### config.mk
export PLATFORM = sky130hd
export DESIGN_NAME = map_port_arbiter_flat
export DESIGN_NICKNAME = d
export VERILOG_FILES = /design/src/rtl/map_port_arbiter_if.sv /design/src/rtl/map_port_arbiter.sv /design/src/flat_wrapper.sv
export SDC_FILE = /design/constraint.sdc
export NUM_CORES = 1
export LEC_CHECK = 0
export ABC_AREA = 1
export BUFFER_PORTS_ARGS = -buffer_cell sky130_fd_sc_hd__buf_2
export CORE_MARGIN = 2
export CORE_UTILIZATION = 45
export DETAILED_ROUTE_END_ITERATION = 10
export GPL_ROUTABILITY_DRIVEN = 0
export GPL_TIMING_DRIVEN = 0
export PLACE_DENSITY = 0.77
export SLEW_MARGIN = 20
export SYNTH_ARGS = -nofsm -noshare
export SYNTH_HDL_FRONTEND = slang
export SYNTH_SLANG_ARGS = --single-unit
### constraint.sdc
create_clock -name clk_i -period 3.05 [get_ports clk_i]
set_clock_uncertainty 0.1 [all_clocks]
set_input_delay 0.4575 -clock clk_i [delete_from_list [all_inputs] [get_ports clk_i]]
set_output_delay 0.4575 -clock clk_i [all_outputs]
set_load 0.01 [all_outputs]
### src/rtl/map_port_arbiter_if.sv
// Shared map read port bundle: three requesters, one map ROM port, responses.
// The arbiter takes the slave side; the requesters/ROM environment takes master.
interface map_port_arbiter_if;
    logic [2:0]  req_valid;
    logic [29:0] req_col;
    logic [29:0] req_row;
    logic [2:0]  req_ready;
    logic [2:0]  rsp_valid;
    logic [7:0]  rsp_data;
    logic [9:0]  map_col_addr;
    logic [9:0]  map_row_addr;
    logic [7:0]  map_data;

    modport slave (
        input  req_valid, req_col, req_row, map_data,
        output req_ready, rsp_valid, rsp_data, map_col_addr, map_row_addr
    );

    modport master (
        output req_valid, req_col, req_row, map_data,
        input  req_ready, rsp_valid, rsp_data, map_col_addr, map_row_addr
    );
endinterface

### src/rtl/map_port_arbiter.sv
// Round-robin arbiter letting three requesters share one map ROM read port.
// One request is in flight at a time: accept, wait ROM_LATENCY edges for the
// ROM, capture the byte, and pulse rsp_valid for the granted requester.
//
//   state      | meaning
//   -----------+-----------------------------------------------------------
//   ST_IDLE    | port free; req_ready offered to the round-robin winner
//   ST_WAIT    | address on the map port, counting down ROM latency
//   ST_CAPTURE | map_data valid; next edge registers it and pulses rsp_valid
module map_port_arbiter #(
    parameter int NUM_REQ     = 3,
    parameter int ROM_LATENCY = 1
) (
    input  logic              clk_i,
    input  logic              reset_i,
    map_port_arbiter_if.slave bus,
    output logic              busy_o
);

    localparam int CNT_W = (ROM_LATENCY < 2) ? 1 : $clog2(ROM_LATENCY + 1);

    typedef enum logic [1:0] {
        ST_IDLE    = 2'd0,
        ST_WAIT    = 2'd1,
        ST_CAPTURE = 2'd2
    } state_t;

    state_t           state_q;
    logic [1:0]       rr_ptr_q;
    logic [1:0]       grant_q;
    logic [CNT_W-1:0] cnt_q;
    logic [9:0]       col_q;
    logic [9:0]       row_q;
    logic [7:0]       rsp_data_q;
    logic [2:0]       rsp_valid_q;

    logic             win_found;
    logic [1:0]       win_idx;
    logic [2:0]       cand;
    logic [9:0]       win_col;
    logic [9:0]       win_row;
    logic [1:0]       rr_ptr_d;

    // Scan requesters from rr_ptr upward (mod NUM_REQ); first valid one wins.
    always_comb begin
        win_found = 1'b0;
        win_idx   = 2'd0;
        cand      = 3'd0;
        for (int k = 0; k < NUM_REQ; k++) begin
            cand = {1'b0, rr_ptr_q} + 3'(k);
            if (cand >= 3'(NUM_REQ)) begin
                cand = cand - 3'(NUM_REQ);
            end
            if (!win_found && bus.req_valid[cand[1:0]]) begin
                win_found = 1'b1;
                win_idx   = cand[1:0];
            end
        end
    end

    // Winner's addresses and the pointer value that follows its grant.
    always_comb begin
        win_col  = bus.req_col[int'(win_idx) * 10 +: 10];
        win_row  = bus.req_row[int'(win_idx) * 10 +: 10];
        rr_ptr_d = (win_idx == 2'(NUM_REQ - 1)) ? 2'd0 : win_idx + 2'd1;
    end

    // Ready is only ever offered to the winner, so any handshake is an accept.
    assign bus.req_ready = (state_q == ST_IDLE && !reset_i && win_found)
                           ? (3'b001 << win_idx) : 3'b000;

    assign busy_o           = (state_q != ST_IDLE) && !reset_i;
    assign bus.map_col_addr = col_q;
    assign bus.map_row_addr = row_q;
    assign bus.rsp_data     = rsp_data_q;
    assign bus.rsp_valid    = rsp_valid_q;

    // Sequencing FSM with registered map address and response outputs.
    always_ff @(posedge clk_i) begin
        if (reset_i) begin
            state_q     <= ST_IDLE;
            rr_ptr_q    <= 2'd0;
            grant_q     <= 2'd0;
            cnt_q       <= '0;
            col_q       <= 10'd0;
            row_q       <= 10'd0;
            rsp_data_q  <= 8'd0;
            rsp_valid_q <= 3'b000;
        end else begin
            rsp_valid_q <= 3'b000;
            case (state_q)
                ST_IDLE: begin
                    if (win_found) begin
                        col_q    <= win_col;
                        row_q    <= win_row;
                        grant_q  <= win_idx;
                        rr_ptr_q <= rr_ptr_d;
                        cnt_q    <= CNT_W'(ROM_LATENCY);
                        state_q  <= ST_WAIT;
                    end
                end
                ST_WAIT: begin
                    cnt_q <= cnt_q - CNT_W'(1);
                    // Leaving on the edge where the count hits zero (<= 1 also
                    // keeps a zero latency build from wrapping).
                    if (cnt_q <= CNT_W'(1)) begin
                        state_q <= ST_CAPTURE;
                    end
                end
                ST_CAPTURE: begin
                    rsp_data_q  <= bus.map_data;
                    rsp_valid_q <= 3'b001 << grant_q;
                    state_q     <= ST_IDLE;
                end
                default: begin
                    state_q <= ST_IDLE;
                end
            endcase
        end
    end

endmodule

### src/flat_wrapper.sv
// flat-port wrapper written by rule: the top's interface ports become plain ports
module map_port_arbiter_flat 
#(
    parameter int NUM_REQ     = 3,
    parameter int ROM_LATENCY = 1
)
  (clk_i, reset_i, busy_o, bus_req_valid, bus_req_col, bus_req_row, bus_map_data, bus_req_ready, bus_rsp_valid, bus_rsp_data, bus_map_col_addr, bus_map_row_addr);
  map_port_arbiter_if bus_i ();
  input  logic clk_i;
  input  logic reset_i;
  output logic busy_o;
  input wire logic [$bits(bus_i.req_valid)-1:0] bus_req_valid;
  input wire logic [$bits(bus_i.req_col)-1:0] bus_req_col;
  input wire logic [$bits(bus_i.req_row)-1:0] bus_req_row;
  input wire logic [$bits(bus_i.map_data)-1:0] bus_map_data;
  output wire logic [$bits(bus_i.req_ready)-1:0] bus_req_ready;
  output wire logic [$bits(bus_i.rsp_valid)-1:0] bus_rsp_valid;
  output wire logic [$bits(bus_i.rsp_data)-1:0] bus_rsp_data;
  output wire logic [$bits(bus_i.map_col_addr)-1:0] bus_map_col_addr;
  output wire logic [$bits(bus_i.map_row_addr)-1:0] bus_map_row_addr;
  assign bus_i.req_valid = bus_req_valid;
  assign bus_i.req_col = bus_req_col;
  assign bus_i.req_row = bus_req_row;
  assign bus_i.map_data = bus_map_data;
  assign bus_req_ready = bus_i.req_ready;
  assign bus_rsp_valid = bus_i.rsp_valid;
  assign bus_rsp_data = bus_i.rsp_data;
  assign bus_map_col_addr = bus_i.map_col_addr;
  assign bus_map_row_addr = bus_i.map_row_addr;
  map_port_arbiter #(.NUM_REQ(NUM_REQ), .ROM_LATENCY(ROM_LATENCY)) u_core (.clk_i(clk_i), .reset_i(reset_i), .bus(bus_i), .busy_o(busy_o));
endmodule
==> impl_metrics.sql, run 1 <==
INSERT INTO impl_metrics (metric_group, metric, value, unit) VALUES
('timing', 'max_slew_margin', '0.672', ''),
('timing', 'timing_hold_violations_final', '0', ''),
('timing', 'fmax', '349', 'MHz'),
('timing', 'timing_worst_slew_pin_value', '0.492', 'ns'),
('critical_path', 'cp.required', '2.49', 'ns'),
('timing', 'setup_slack', '0.182', 'ns'),
('critical_path', 'timing.critical_path.from_type', 'flop', ''),
('critical_path', 'worstSetupPathType', 'reg -> out', ''),
('power_and_ir_drop', 'power', '0.00289', 'W'),
('critical_path', 'critical_path.max_fanout', '10', ''),
('power_and_ir_drop', 'share_comb_of_total_power', '0.600', ''),
('timing', 'timing.final.max_slew_violations', '0', ''),
('clock_tree', 'cts-htree-levels', '2', ''),
('logic_synthesis', 'synthCells', '375', ''),
('min_path', 'holdCritPathClass', 'in -> reg', ''),
('critical_path', 'timing.reg2reg.worst_path_depth', '15', ''),
('logic_synthesis', 'yosys.area.top_type_share', '0.315', ''),
('finish', 'design.final.nets', '566', ''),
('detailed_routing', 'finalWirelength', '6.00', 'mm'),
('power_and_ir_drop', 'p_int', '0.00158', 'W'),
('timing', 'final.setup.tns', '0', 'ns'),
('logic_synthesis', 'synth-edff-count', '0', ''),
('finish', 'area_delta_synth_final', '32.1', '%'),
('logic_synthesis', 'post_synth_arst_share', '0', ''),
('logic_synthesis', 'ys_seq_elements', '37', ''),
('clock_tree', 'cts-root-to-sink-buffers', '2', ''),
('finish', 'antenna-diode-count', '0', ''),
('timing', 'final_worst_path_period_share', '0.940', ''),
('logic_synthesis', 'synth.cell_area', '2350', 'um^2'),
('logic_synthesis', 'synth.most_common_cell', 'sky130_fd_sc_hd__inv_1', ''),
('timing', 'finalWorstPathRequiredPeriod', '2.87', 'ns'),
('timing', 'finalSetupViolCount', '0', ''),
('detailed_routing', 'vias', '2585', ''),
('logic_synthesis', 'synth.avg_cell_area', '6.28', 'um^2'),
('power_and_ir_drop', 'share_clk_of_total_power', '0.150', ''),
('floorplan', 'die-height', '76.3', 'um'),
('grt', 'grt_pass1_wl', '9.86', 'mm'),
('clock_tree', 'tritoncts_clock_tree', 'done', ''),
('logic_synthesis', 'post_synth_main_area_contributors', 'sky130_fd_sc_hd__dfxtp_1, sky130_fd_sc_hd__nand3_1, sky130_fd_sc_hd__inv_1', ''),
('finish', 'postLayoutCoreUtil', '0.613', ''),
('floorplan', 'boundaryPins', '108', ''),
('detailed_routing', 'post_drt_via_cell_ratio', '4.62', ''),
('finish', 'post_route_cells_drive_above_1_share', '0.327', ''),
('clock_tree', 'clkTransAtPathRegs', '0.08', 'ns'),
('grt', 'grt_max_degree', '14', ''),
('power_and_ir_drop', 'netSwitchingFraction', '0.453', ''),
('detailed_routing', 'drt_first_iter_violations', '82', ''),
('floorplan', 'chipWidth', '76.3', 'um'),
('logic_synthesis', 'synth_fp_nets', '452', ''),
('clock_tree', 'clk_latency', '0.29', 'ns'),
('placement', 'numPlacedInstances', '551', ''),
('logic_synthesis', 'ys_warn_count', '0', ''),
('logic_synthesis', 'yosys.cell_types.count', '31', ''),
('clock_tree', 'clk_root_buffer_cell', 'sky130_fd_sc_hd__clkbuf_8', ''),
('status', 'status', 'completed', ''),
('finish', 'layout.filler_cells', '497', ''),
('detailed_routing', 'ant_nets', '0', ''),
('floorplan', 'core-area', '5070', 'um^2'),
('logic_synthesis', 'synth_top_cell_by_area', 'sky130_fd_sc_hd__dfxtp_1', ''),
('power_and_ir_drop', 'power.leakage', '1.87', 'nW'),
('power_and_ir_drop', 'vdd.ir_drop.worst', '512', 'uV'),
('detailed_routing', 'wl_per_cell', '10.7', 'um'),
('detailed_routing', 'route.detailed.drc', '0', ''),
('job', 'cap_violations', '0', ''),
('critical_path', 'endpoint_kind', 'output port', ''),
('grt', 'global_route.overflow_total', '0', ''),
('grt', 'grt_antenna_before_repair', '0', ''),
('min_path', 'min_path_cells', '3', ''),
('timing', 'rsz0062_at_grt', 'no', ''),
('placement', 'dp_hpwl', '4.59', 'mm'),
('logic_synthesis', 'synth_top_flop_cell', 'sky130_fd_sc_hd__dfxtp_1', '');
## path summary, 6_finish.rpt
| path | from | endpoint | slack (ns) |
|---|---|---|---|
| setup reg to reg | u_core.rr_ptr_q[0] | u_core.bus.map_col_addr[6] | 0.78 |
| setup / recovery | u_core.rr_ptr_q[0] | bus_req_ready[1] | 0.18 |
| hold / removal | bus_map_data[4] | u_core.bus.rsp_data[4] | 0.32 |
| hold reg to reg | u_core.state_q[1] | u_core.state_q[1] | 0.36 |
## stage by stage
step,hold slack [ns],area [um^2]
after floorplan,0.321,2350
after global placement,0.333,2970
after detailed placement,0.339,2970
after CTS,0.319,3090
after global routing,0.316,3110
final,0.318,3110
## flip-flops by register name, summed over array words and instances (netlist names)
name,count
u_core.state_q,2
u_core.bus.rsp_data,8
u_core.bus.map_col_addr,10
u_core.bus.rsp_valid,3
u_core.bus.map_row_addr,10
u_core.grant_q,2
u_core.rr_ptr_q,2
## worst max-delay path, stage by stage, from the launching register on
cell and delay [ns]:
sky130_fd_sc_hd__dfxtp_1 0.39, sky130_fd_sc_hd__inv_1 0.11, sky130_fd_sc_hd__ha_4 0.29, sky130_fd_sc_hd__inv_2 0.05
sky130_fd_sc_hd__nand3_1 0.09, sky130_fd_sc_hd__nand2_1 0.10, sky130_fd_sc_hd__nor2_4 0.13, sky130_fd_sc_hd__nand4_1 0.20
sky130_fd_sc_hd__nand2_2 0.14, sky130_fd_sc_hd__buf_4 0.17, sky130_fd_sc_hd__inv_2 0.06, sky130_fd_sc_hd__nor3_2 0.15
sky130_fd_sc_hd__buf_2 0.14
## area by class of cell
cell class / count / area, um^2 / share of cell area
inverter: 81 / 309 / 0.0994
timing repair buffer: 107 / 538 / 0.173
buffer: 18 / 138 / 0.0442
clock buffer: 5 / 68.8 / 0.0221
tap: 70 / 87.6 / 0.0282
clock inverter: 3 / 46.3 / 0.0149
multi-input combinational: 239 / 1180 / 0.380
sequential: 37 / 741 / 0.238
## cell usage in the layout (no fill, tap or decap), drive strengths merged
master / instances
bufinv: 1
nand4: 2
nor4: 1
nand3b: 1
nor2: 65
nand3: 70
ha: 4
nor3: 4
nand2: 76
clkinv: 2
o21ai: 11
dfxtp: 37
buf: 121
clkinvlp: 1
clkbuf: 9
a21oi: 4
o211ai: 1
inv: 80
## logic make-up after synthesis
logic type      count (synthesis)  share of synthesized area
buf+inv                        99                      0.190
simple gates                  219                      0.431
fa+ha+maj                       4                     0.0213
compound gates                 16                     0.0436
flops                          37                      0.315
## power groups by stage
stage               clock, W  sequential (W)  combinational, W
floorplan                  0        0.000789           0.00121
global placement           0        0.000725           0.00168
detailed placement         0        0.000731           0.00171
CTS                 0.000438        0.000721           0.00171
global route        0.000465        0.000740           0.00196
finish              0.000432        0.000722           0.00173
## layer usage
layer | global-route usage | vias to the layer above | share of wire
met5 | 0 | - | 0
met4 | 0.0545 | 0 | 0.012
met3 | 0.0486 | 6 | 0.059
met2 | 0.351 | 80 | 0.48
met1 | 0.259 | 1133 | 0.45
li1 | - | 1366 | -
## timing repair
action	4_1_cts	5_1_grt
endpoints found under the setup margin	0	2
resized for setup	0	2
buffers inserted	0	1
Power figures use the tool's default switching activity.
==> run 2, diff against run 1 <==
- RECOVER_POWER: unset -> 25
==> impl_metrics.sql, run 2 (synthesis results as in run 1) <==
INSERT INTO impl_metrics (metric_group, metric, value, unit) VALUES
('status', 'status', 'completed', ''),
('critical_path', 'worstPathCellList', 'inv_1 > ha_4 > inv_2 > nand3_1 > nand2_1 > nor2_4 > nand4_1 > nand2_2 > buf_4 > inv_2 > nor3_2 > buf_2', ''),
('detailed_routing', 'route.detailed.drc', '0', ''),
('timing', 'rsz0062_at_grt', 'no', ''),
('timing', 'final_worst_path_period_share', '0.939', ''),
('power_and_ir_drop', 'power_density', '928', 'nW/um^2'),
('timing', 'finalWorstPathRequiredPeriod', '2.87', 'ns'),
('timing', 'finalSetupViolCount', '0', ''),
('power_and_ir_drop', 'vdd.ir_drop.worst', '504', 'uV'),
('critical_path', 'cp.required', '2.49', 'ns'),
('placement', 'buffer_ports.inserted', '106', ''),
('placement', 'dp_hpwl', '4.59', 'mm'),
('clock_tree', 'cts-root-to-sink-buffers', '2', ''),
('critical_path', 'cp_top_family', 'simple AND/OR/NAND/NOR gates', ''),
('critical_path', 'timing.critical_path.slowest_cell_delay', '0.39', 'ns'),
('floorplan', 'die-height', '76.3', 'um'),
('grt', 'grt_pass1_wl', '9.86', 'mm'),
('critical_path', 'timing.critical_path.from_type', 'flop', ''),
('clock_tree', 'clk_root_buffer_cell', 'sky130_fd_sc_hd__clkbuf_8', ''),
('critical_path', 'rr_endpoint', 'u_core.bus.map_col_addr[3]', ''),
('finish', 'design.final.nets', '566', ''),
('finish', 'instances_no_fill', '560', ''),
('floorplan', 'chipWidth', '76.3', 'um'),
('critical_path', 'r2r-start', 'u_core.rr_ptr_q[0]', ''),
('finish', 'post_route_cells_drive_above_1_share', '0.294', ''),
('detailed_routing', 'post_drt_via_cell_ratio', '4.59', ''),
('timing', 'timing_hold_violations_final', '0', ''),
('min_path', 'holdCritPathClass', 'in -> reg', ''),
('timing', 'fmax', '349', 'MHz'),
('power_and_ir_drop', 'net-switching-power', '0.00130', 'W'),
('critical_path', 'crit_cells', '12', ''),
('critical_path', 'endpoint_kind', 'output port', ''),
('finish', 'most-common-layout-cells', 'sky130_fd_sc_hd__buf_2, sky130_fd_sc_hd__inv_1, sky130_fd_sc_hd__nand3_1', ''),
('detailed_routing', 'detailedRoute.firstPassIterationCount', '4', ''),
('critical_path', 'most_used_cell_along_the_critical_path', 'sky130_fd_sc_hd__inv_2', ''),
('critical_path', 'cpMaxStageDelayCell', 'sky130_fd_sc_hd__dfxtp_1', ''),
('detailed_routing', 'ant_nets', '0', ''),
('timing', 'setup_slack', '0.185', 'ns'),
('timing', 'timing_worst_slew_pin_value', '0.500', 'ns'),
('clock_tree', 'clk_latency', '0.29', 'ns'),
('power_and_ir_drop', 'p_int', '0.00156', 'W'),
('critical_path', 'cp.arrival', '2.31', 'ns'),
('grt', 'grt_pass1_vias', '2207', ''),
('critical_path', 'critical_path.max_fanout', '10', ''),
('power_and_ir_drop', 'netSwitchingFraction', '0.455', ''),
('grt', 'global_routing_usage_on_met3', '0.0486', ''),
('critical_path', 'crit_end', 'bus_req_ready[1]', ''),
('floorplan', 'dieArea', '5830', 'um^2'),
('grt', 'grt_use_total', '0.205', ''),
('clock_tree', 'ctsHoldBuffers', '0', ''),
('critical_path', 'crit_start', 'u_core.rr_ptr_q[0]', ''),
('clock_tree', 'clkTransAtPathRegs', '0.08', 'ns'),
('detailed_routing', 'vias', '2570', ''),
('floorplan', 'boundaryPins', '108', ''),
('job', 'cap_violations', '0', ''),
('power_and_ir_drop', 'power.leakage', '1.81', 'nW'),
('clock_tree', 'cts.sinks', '37', ''),
('critical_path', 'path_buf_inv', '5', ''),
('grt', 'gr_met2_demand_resource', '0.351', ''),
('clock_tree', 'cts-htree-levels', '2', ''),
('power_and_ir_drop', 'seq_power_share', '0.253', ''),
('grt', 'grt_antenna_before_repair', '0', ''),
('power_and_ir_drop', 'share_comb_of_total_power', '0.597', ''),
('placement', 'numPlacedInstances', '551', ''),
('grt', 'grt_max_degree', '14', ''),
('floorplan', 'initial_core_util', '0.464', ''),
('finish', 'area_delta_synth_final', '31.2', '%'),
('floorplan', 'core-area', '5070', 'um^2'),
('detailed_routing', 'finalWirelength', '6.02', 'mm'),
('timing', 'max_slew_margin', '0.667', ''),
('critical_path', 'worstSetupPathType', 'reg -> out', ''),
('timing', 'hold_slack', '0.321', 'ns'),
('placement', 'pre_cts_worst_setup_slack', '0.442', 'ns'),
('grt', 'met1_usage_in_global_routing', '0.259', ''),
('grt', 'grt-busiest-layer', 'met2', ''),
('floorplan', 'core.rowCount', '26', ''),
('power_and_ir_drop', 'share_clk_of_total_power', '0.151', ''),
('finish', 'layout.filler_cells', '509', ''),
('grt', 'global_route.overflow_total', '0', ''),
('critical_path', 'r2r_setup_slack', '0.78', 'ns'),
('timing', 'timing.final.max_slew_violations', '0', ''),
('clock_tree', 'cts-buffers-inserted', '5', ''),
('finish', 'antenna-diode-count', '0', ''),
('critical_path', 'timing.reg2reg.worst_path_depth', '15', ''),
('clock_tree', 'tritoncts_clock_tree', 'done', ''),
('detailed_routing', 'drt_first_iter_violations', '87', ''),
('finish', 'layout_commonest_cell', 'sky130_fd_sc_hd__buf_2', ''),
('detailed_routing', 'wl_per_cell', '10.8', 'um'),
('finish', 'postLayoutCoreUtil', '0.609', ''),
('timing', 'final.setup.tns', '0', 'ns');
[run 2: cell types whose count changed in the layout (fill, tap and decap cells not counted)]
| cell | delta |
|---|---|
| sky130_fd_sc_hd__clkbuf_1 | +16 |
| sky130_fd_sc_hd__buf_2 | -16 |
[run 2: metal layers]
metal  wire length [um]  part of all wire
met1               2680              0.44
met4                 65             0.011
met5                  0                 0
met2               2950              0.49
met3                328             0.054
[run 2: worst min-delay path by stage]
stage,from,endpoint,slack [ns],depth (start not counted)
after floorplan,u_core.state_q[1],u_core.state_q[1],0.32,1
after global placement,u_core.state_q[1],u_core.state_q[1],0.33,1
after detailed placement,u_core.state_q[1],u_core.state_q[1],0.34,1
after CTS,bus_map_data[5],u_core.bus.rsp_data[5],0.32,3
after global routing,bus_map_data[4],u_core.bus.rsp_data[4],0.32,3
final,bus_map_data[5],u_core.bus.rsp_data[5],0.32,3
[run 2: final cells by class]
class,count,area [um^2],share of cell area
plain buffers,18,138,0.0445
clock buffers,5,68.8,0.0223
clock inverters,3,46.3,0.0150
inverters,81,309,0.100
multi-input cells,239,1180,0.383
flip-flops and latches,37,741,0.240
well taps,70,87.6,0.0283
repair buffers,107,518,0.168
[run 2: power groups by stage]
| stage | Clock (W) | Combinational [W] | Sequential [W] |
|---|---|---|---|
| final | 0.000433 | 0.00171 | 0.000724 |
| after global routing | 0.000465 | 0.00194 | 0.000742 |
| after CTS | 0.000438 | 0.00171 | 0.000721 |
| after detailed placement | 0 | 0.00171 | 0.000731 |
| after global placement | 0 | 0.00168 | 0.000725 |
| after floorplan | 0 | 0.00121 | 0.000789 |
[run 2: worst min-delay path, cell delays in order]
cell,delay [ns]
sky130_fd_sc_hd__buf_2,0.07
sky130_fd_sc_hd__o21ai_0,0.07
sky130_fd_sc_hd__nor2_1,0.08
[run 2: through the flow]
stage,area (um^2),power (W)
4_1_cts,3090,0.00287
2_1_floorplan,2350,0.00200
3_3_place_gp,2970,0.00240
5_1_grt,3090,0.00315
6_report,3090,0.00287
3_5_place_dp,2970,0.00244
[run 2: repair_timing]
item | CTS | global route
gates resized for setup | 0 | 2
endpoints found under the setup margin | 0 | 2
buffers inserted | 0 | 1
